File: src/rtl/ram_dump_reader_if.sv
`default_nettype none
// ============================================================================
//  Module      : ram_dump_reader_if
//  Description : RAM port and word output stream of the RAM dump reader.
//                The master side is the reader; the slave side is the RAM
//                plus the downstream consumer.
//  Revision    : 1.0  initial release
// ============================================================================
interface ram_dump_reader_if;
  logic [15:0] ram_address;
  logic        ram_rw;
  logic [15:0] ram_data_in;
  logic [15:0] ram_data_out;
  logic [15:0] out_data;
  logic [15:0] out_addr;
  logic        out_valid;
  logic        out_ready;

  modport master (
    output ram_address, ram_rw, ram_data_in,
    output out_data, out_addr, out_valid,
    input  ram_data_out, out_ready
  );

  modport slave (
    input  ram_address, ram_rw, ram_data_in,
    input  out_data, out_addr, out_valid,
    output ram_data_out, out_ready
  );
endinterface
`default_nettype wire

File: src/rtl/ram_dump_reader.sv
`default_nettype none
// ============================================================================
//  Module      : ram_dump_reader
//  Description : Read-only initiator on the 16-bit RAM port. Walks a
//                contiguous address range after a start pulse and streams
//                each word, tagged with its address, on a valid/ready port.
//                READ_LATENCY is the number of rising edges from an address
//                change until the RAM output holds that word (1..4).
//  Revision    : 1.0  initial release
// ============================================================================
module ram_dump_reader #(
  parameter int READ_LATENCY = 1
) (
  input  wire logic        clock,
  input  wire logic        reset,
  input  wire logic        start,
  input  wire logic [15:0] base_addr,
  input  wire logic [15:0] word_count,
  output logic             busy,
  output logic             done,
  ram_dump_reader_if.master bus
);

  // Counter wide enough for the largest legal latency (4).
  localparam logic [2:0] LAT_LOAD = 3'(READ_LATENCY);

  typedef enum logic [1:0] {
    S_IDLE = 2'd0,
    S_WAIT = 2'd1,
    S_HOLD = 2'd2,
    S_DONE = 2'd3
  } state_t;

  state_t      state,      state_next;
  logic [15:0] address,    address_next;
  logic [15:0] remaining,  remaining_next;
  logic [2:0]  lat_cnt,    lat_cnt_next;
  logic [15:0] data_reg,   data_next;
  logic [15:0] addr_reg,   addr_next;
  logic        valid_reg,  valid_next;
  logic        busy_reg,   busy_next;
  logic        done_reg,   done_next;

  // State and every output are registered; next values come from the block below.
  always_ff @(posedge clock) begin
    if (reset) begin
      state     <= S_IDLE;
      address   <= 16'h0000;
      remaining <= 16'h0000;
      lat_cnt   <= 3'd0;
      data_reg  <= 16'h0000;
      addr_reg  <= 16'h0000;
      valid_reg <= 1'b0;
      busy_reg  <= 1'b0;
      done_reg  <= 1'b0;
    end else begin
      state     <= state_next;
      address   <= address_next;
      remaining <= remaining_next;
      lat_cnt   <= lat_cnt_next;
      data_reg  <= data_next;
      addr_reg  <= addr_next;
      valid_reg <= valid_next;
      busy_reg  <= busy_next;
      done_reg  <= done_next;
    end
  end

  // Next-state and next-output decode; done is a pulse, so it defaults low.
  always_comb begin
    state_next     = state;
    address_next   = address;
    remaining_next = remaining;
    lat_cnt_next   = lat_cnt;
    data_next      = data_reg;
    addr_next      = addr_reg;
    valid_next     = valid_reg;
    busy_next      = busy_reg;
    done_next      = 1'b0;

    case (state)
      S_IDLE: begin
        if (start) begin
          busy_next = 1'b1;
          if (word_count == 16'h0000) begin
            // Empty transfer still reports completion one cycle later.
            done_next  = 1'b1;
            state_next = S_DONE;
          end else begin
            address_next   = base_addr;
            remaining_next = word_count;
            lat_cnt_next   = LAT_LOAD;
            state_next     = S_WAIT;
          end
        end
      end

      S_WAIT: begin
        // The extra edge after the counter reaches zero gives the RAM its full latency.
        if (lat_cnt == 3'd0) begin
          data_next  = bus.ram_data_out;
          addr_next  = address;
          valid_next = 1'b1;
          state_next = S_HOLD;
        end else begin
          lat_cnt_next = lat_cnt - 3'd1;
        end
      end

      S_HOLD: begin
        if (valid_reg && bus.out_ready) begin
          valid_next     = 1'b0;
          remaining_next = remaining - 16'd1;
          if (remaining == 16'd1) begin
            done_next  = 1'b1;
            state_next = S_DONE;
          end else begin
            // 16-bit add wraps FFFF to 0000 naturally.
            address_next = address + 16'd1;
            lat_cnt_next = LAT_LOAD;
            state_next   = S_WAIT;
          end
        end
      end

      S_DONE: begin
        busy_next  = 1'b0;
        state_next = S_IDLE;
      end

      default: begin
        state_next = S_IDLE;
      end
    endcase
  end

  assign busy            = busy_reg;
  assign done            = done_reg;
  assign bus.ram_address = address;
  assign bus.ram_rw      = 1'b0;
  assign bus.ram_data_in = 16'h0000;
  assign bus.out_data    = data_reg;
  assign bus.out_addr    = addr_reg;
  assign bus.out_valid   = valid_reg;

endmodule
`default_nettype wire

File: src/flat_wrapper.sv
// flat-port wrapper written by rule: the top's interface ports become plain ports
module ram_dump_reader_flat 
#(
  parameter int READ_LATENCY = 1
)
  (clock, reset, start, base_addr, word_count, busy, done, bus_ram_address, bus_ram_rw, bus_ram_data_in, bus_out_data, bus_out_addr, bus_out_valid, bus_ram_data_out, bus_out_ready);
  ram_dump_reader_if bus_i ();
  input  wire logic clock;
  input  wire logic reset;
  input  wire logic start;
  input  wire logic [15:0] base_addr;
  input  wire logic [15:0] word_count;
  output logic busy;
  output logic done;
  output wire logic [$bits(bus_i.ram_address)-1:0] bus_ram_address;
  output wire logic [$bits(bus_i.ram_rw)-1:0] bus_ram_rw;
  output wire logic [$bits(bus_i.ram_data_in)-1:0] bus_ram_data_in;
  output wire logic [$bits(bus_i.out_data)-1:0] bus_out_data;
  output wire logic [$bits(bus_i.out_addr)-1:0] bus_out_addr;
  output wire logic [$bits(bus_i.out_valid)-1:0] bus_out_valid;
  input wire logic [$bits(bus_i.ram_data_out)-1:0] bus_ram_data_out;
  input wire logic [$bits(bus_i.out_ready)-1:0] bus_out_ready;
  assign bus_ram_address = bus_i.ram_address;
  assign bus_ram_rw = bus_i.ram_rw;
  assign bus_ram_data_in = bus_i.ram_data_in;
  assign bus_out_data = bus_i.out_data;
  assign bus_out_addr = bus_i.out_addr;
  assign bus_out_valid = bus_i.out_valid;
  assign bus_i.ram_data_out = bus_ram_data_out;
  assign bus_i.out_ready = bus_out_ready;
  ram_dump_reader #(.READ_LATENCY(READ_LATENCY)) u_core (.clock(clock), .reset(reset), .start(start), .base_addr(base_addr), .word_count(word_count), .busy(busy), .done(done), .bus(bus_i));
endmodule
File: config.mk
export PLATFORM = sky130hd
export DESIGN_NAME = ram_dump_reader_flat
export DESIGN_NICKNAME = d
export VERILOG_FILES = /design/src/rtl/ram_dump_reader_if.sv /design/src/rtl/ram_dump_reader.sv /design/src/flat_wrapper.sv
export SDC_FILE = /design/constraint.sdc
export NUM_CORES = 1
export LEC_CHECK = 0
export BUFFER_PORTS_ARGS = -buffer_cell sky130_fd_sc_hd__buf_2
export CAP_MARGIN = 20
export CELL_PAD_IN_SITES_DETAIL_PLACEMENT = 2
export CELL_PAD_IN_SITES_GLOBAL_PLACEMENT = 2
export CORE_UTILIZATION = 25
export CTS_CLUSTER_SIZE = 30
export DETAILED_ROUTE_END_ITERATION = 8
export PLACE_DENSITY = 0.84
export SETUP_SLACK_MARGIN = 0.02
export SLEW_MARGIN = 20
export SYNTH_ARGS = -nofsm -noshare
export SYNTH_HDL_FRONTEND = slang
export SYNTH_SLANG_ARGS = --single-unit
File: constraint.sdc
create_clock -name clock -period 2.2 [get_ports clock]
set_clock_uncertainty 0.15 [all_clocks]
set_input_delay 0.11 -clock clock [delete_from_list [all_inputs] [get_ports clock]]
set_output_delay 0.11 -clock clock [all_outputs]
set_load 0.05 [all_outputs]
==> After elaboration in Yosys (flattened, before gate mapping) <==
Cells that the tools add are included.
{ "totals": {"ff_bits": 72, "input_bits": 52, "out_inout_bits": 68, "wordCells": 68} }
{ "classes": {"addsub": 3, "eq_ne": 10, "mux": 31, "reduce_logical": 15} }
{ "ops": {"columns": ["cell", "n"], "rows": [
  ["$mux 16", 7],
  ["$pmux 16 s2", 2],
  ["$add 16x1->16 const B", 1],
  ["$eq 16x1->1 const B", 1],
  ["$logic_not 16->1", 1],
  ["$sub 16x1->16 const B", 1],
  ["$mux 3", 5],
  ["$mux 2", 5],
  ["$pmux 3 s3", 1],
  ["$ne 2x2->1 const B", 4],
  ["$pmux 2 s4", 1],
  ["$mux 1", 7],
  ["$pmux 1 s2", 3],
  ["$reduce_and 3->1", 2],
  ["$reduce_and 6->1", 1],
  ["$reduce_bool 2->1", 3],
  ["$reduce_and 5->1", 1],
  ["$eq 2x2->1 const B", 2],
  ["$ne 2x1->1 const B", 2],
  ["$reduce_and 2->1", 2],
  ["$reduce_and 4->1", 1],
  ["$logic_not 3->1", 1],
  ["$reduce_bool 3->1", 1],
  ["$sub 3x1->3 const B", 1],
  ["other kinds (3)", 3]
]} }

==> Longest topological paths before layout <==
{ "logic_depth": {"word_depth": 4, "mapped_depth": 9, "mapped_depth_nobuf": 7} }

==> Worst setup path after synthesis <==
No wires, ideal clock.
{ "synth_path": {"kind": "register -> register", "start": "register u_core.address[1], in the netlist u_core.bus.ram_address[1]", "end": "register u_core.address[14], in the netlist u_core.bus.ram_address[14]", "setup_time_ps": 70, "arrival_ps": 2074, "required_time_ps": 1980, "setup_slack_ps": -95, "path_stages_with_launch": 7, "path_buffers": 0, "period_less_slack_ps": 2295, "path_cell_list": "dfxtp_1 > ha_1 > and4_1 > or4b_1 > o31ai_1 > nand3_1 > a21oi_1"} }
{ "synth_via": {"elab_chain_len": 4} }
{ "synth_rtl": {"columns": ["element", "line", "rtl"], "rows": [
  ["from (decl)", "ram_dump_reader.sv:35", "logic [15:0] address, address_next;"],
  ["from (signal assigned)", "ram_dump_reader.sv:58", "address <= address_next;"],
  ["$add 16x1->16", "ram_dump_reader.sv:119", "address_next = address + 16'd1;"],
  ["$mux 16", "ram_dump_reader.sv:114", "if (remaining == 16'd1) begin"],
  ["$mux 16", "ram_dump_reader.sv:111", "if (valid_reg && bus.out_ready) begin"],
  ["$pmux 16 s2", "ram_dump_reader.sv:81", "case (state)"]
]} }
No other way between the ends. The select of a mux whose other input is x is not followed.
A chain may end at the register's enable or synchronous reset.

==> Worst setup path in the final report <==
{ "layout_path": {"start": "register u_core.remaining[7]", "end": "register u_core.remaining[15]"} }
{ "layout_via": {"elab_chain_len": 3} }
{ "layout_rtl": {"columns": ["element", "line", "rtl"], "rows": [
  ["from (decl)", "ram_dump_reader.sv:36", "logic [15:0] remaining, remaining_next;"],
  ["from (signal assigned)", "ram_dump_reader.sv:59", "remaining <= remaining_next;"],
  ["$sub 16x1->16", "ram_dump_reader.sv:113", "remaining_next = remaining - 16'd1;"],
  ["$mux 16", "ram_dump_reader.sv:111", null],
  ["$pmux 16 s2", "ram_dump_reader.sv:81", null]
]} }
No other way between the ends. The select of a mux whose other input is x is not followed.

==> impl_metrics.env <==
export IMPL_fillCellCount=1680
export IMPL_portBuffers=102
export IMPL_peakVddDrop_mv=0.435
export IMPL_p_sw_frac=0.343
export IMPL_ys_ff_latch=72
export IMPL_grt_pass1_vias=4603
export IMPL_r2r_slack_ns=-0.008
export IMPL_cp_end_kind="flip-flop"
export IMPL_rr_worst_depth=5
export IMPL_place_gp_congestion=0.815
export IMPL_dp_slack_ns=0.0251
export IMPL_reg2reg_to="u_core.remaining[15]"
export IMPL_fin_nets=693
export IMPL_rows=44
export IMPL_syn_area_um2=3740
export IMPL_dp_hpwl_mm=10.2
export IMPL_num_antenna_cells=0
export IMPL_vias=4247
export IMPL_path_clk_slew_ns=0.06
export IMPL_synthCells=502
export IMPL_drcViolationCount=0
export IMPL_r2r_start="u_core.remaining[7]"
export IMPL_synth_top_area_frac=0.385
export IMPL_total_power_mw=4.77
export IMPL_drive_gt1_frac=0.282
export IMPL_status="complete, but fails checks"
export IMPL_ys_seq_area_frac=0.385
export IMPL_hp_class="input pin to flip-flop"
export IMPL_min_from="base_addr[10]"
export IMPL_die_h_um=124
export IMPL_pwr_share_comb=0.286
export IMPL_postSynthAreaPerCell_um2=7.45
export IMPL_clockRootBuffer="clkbuf_16"
export IMPL_start_util=0.256
export IMPL_synth_common_cells="nand2_1, dfxtp_1, a21oi_1"
export IMPL_dieArea_um2=15500
export IMPL_max_freq_mhz=453
export IMPL_slew_violations=0
export IMPL_maxCapViolCount=0
export IMPL_finalWorstSetupSlack_ns=-0.00817
export IMPL_clock_sinks=72
export IMPL_htreeDepth=3
export IMPL_ys_async_sr_fraction=0
export IMPL_synth_warnings=0
export IMPL_post_route_period_util=1.00
export IMPL_drt_total_wl_mm=14.8
export IMPL_pwr_share_clk=0.387
export IMPL_ios=120
export IMPL_track_usage=0.195
export IMPL_via_per_inst=5.15
export IMPL_antenna_found_initial=0
export IMPL_die_w_um=124
export IMPL_synth_ff_type="dfxtp_1"
export IMPL_yosysMostFrequentCell="nand2_1"
export IMPL_required_ns=2.32
export IMPL_routedWlPerCell_um=18.0
export IMPL_setup_viol=1
export IMPL_grt_start_max_net_pins=38
export IMPL_coreArea_um2=14600
export IMPL_crit_arrival_ns=2.33
export IMPL_p_int_mw=3.14
export IMPL_detail_route_antenna_nets=0
export IMPL_p_per_area_nw_per_um2=907
export IMPL_clk_latency_ns=0.35
export IMPL_globalRouteOverflowTotal=0
export IMPL_fin_crit_ns=2.21
export IMPL_seqPwrFrac=0.327
export IMPL_worstPathMaxFanout=4
export IMPL_grt_pass1_wl_mm=24.1
export IMPL_violations="negative setup slack"
export IMPL_final_util=0.361
export IMPL_worstSetupStartpointType="flip-flop"
export IMPL_p_sw_mw=1.63
export IMPL_cts_path_max_buffers=2
export IMPL_ys_types=51
export IMPL_rsz0062_at_grt="yes"
export IMPL_yosysTopAreaCell="dfxtp_1"
export IMPL_numCtsBuffers=9
export IMPL_min_to="u_core.bus.ram_address[10]"
export IMPL_power_leakage_nw=2.17
export IMPL_hold_path_depth=3
export IMPL_cts_tree="yes"
export IMPL_synth_area_top_cells="dfxtp_1, nand2_1, a21oi_1"
export IMPL_hold_violations=0
export IMPL_synth_edf_count=0
export IMPL_firstDrtPassIters=4
export IMPL_drtIter0Drc=184
export IMPL_syn_to_final_growth_pct=40.7
export IMPL_path_class="flip-flop to flip-flop"
how the worst max path moves through the flow:
stage,from,to,slack (ns),cells after the start
after floorplan,u_core.bus.out_valid,u_core.bus.ram_address[5],0.04,7
after global placement,u_core.remaining[7],u_core.remaining[15],0.07,5
after detailed placement,u_core.remaining[7],u_core.remaining[15],0.03,5
after CTS,u_core.state[1],u_core.bus.ram_address[11],0.02,7
after global routing,u_core.remaining[7],u_core.remaining[15],-0.05,5
final,u_core.remaining[7],u_core.remaining[15],-0.008,5
power by group through the flow:
| stage | combinational (mW) | clock [mW] | sequential, mW |
|---|---|---|---|
| CTS | 1.34 | 1.89 | 1.55 |
| global route | 1.46 | 1.95 | 1.58 |
| global placement | 1.22 | 0 | 1.57 |
| floorplan | 0.670 | 0 | 1.78 |
| detailed placement | 1.28 | 0 | 1.58 |
| finish | 1.37 | 1.85 | 1.56 |
cells in the final DEF (no fill, tap or decap), drive strengths merged, types with 4 or more instances in the layout:
cell,netlist,routed
nor2,27,27
o21ai,21,21
ha,5,5
a211oi,12,12
buf,26,134
o41ai,5,5
and2,4,4
a31oi,9,9
nand2,106,106
or4,5,5
clkbuf,28,10
o22ai,4,4
nor3,9,9
o31ai,13,13
nand2b,6,6
nor4,8,8
or3,4,4
dlygate4sd3,0,27
a21oi,71,71
nor2b,4,4
a22o,5,5
inv,8,8
conb,1,17
bufinv,0,4
nand3,18,18
dfxtp,72,72
kinds of logic (layout without fill, tap and decap cells):
kind of cell    count (synthesis)  count (layout)  share of synthesized area
flops                          72              72                      0.385
simple gates                  206             206                      0.259
fa+ha+maj                       5               5                     0.0167
buf+inv                        62             185                     0.0809
other cells                     1              17                    0.00100
compound gates                156             156                      0.257
per-stage QoR:
step | TNS, ns | hold slack (ns) | area, um2 | instances
final | -0.00817 | 0.00875 | 5260 | 825
after global routing | -0.0882 | 0.00135 | 5260 | 825
after CTS | 0 | 0.0000742 | 5200 | 825
after detailed placement | 0 | 0.214 | 4550 | 781
after global placement | 0 | 0.201 | 4550 | 781
after floorplan | 0 | 0.0960 | 3810 | 518
per-layer routing:
metal  vias up  track usage  routed length [um]
met5         -            0                   0
met4         0       0.0553                 295
met3        21       0.0481                 574
met2       119        0.359                7660
met1      2084        0.221                6300
li1       2023            -                   -
critical path, stage by stage, from the launching register on:
cell	delay [ns]
dfxtp_2	0.32
or4_4	0.56
or4_4	0.57
o41ai_4	0.25
a21oi_2	0.10
a211oi_2	0.18
final cells by class:
cell class	count	area, um2	area share
Sequential cell	72	1450	0.276
Multi-Input combinational cell	384	2120	0.403
Tap cell	184	230	0.0437
Inverter	8	30.0	0.00570
Clock buffer	10	239	0.0454
Clock inverter	6	130	0.0247
Timing Repair Buffer	161	1060	0.201
what timing repair did:
action,4_1_cts,5_1_grt
setup endpoints to repair,3,22
gates resized for setup,2,16
hold endpoints to repair,27,0
pin swaps,1,2
setup buffers,1,0
hold buffers,27,0
(Power assumes the default switching activity.)
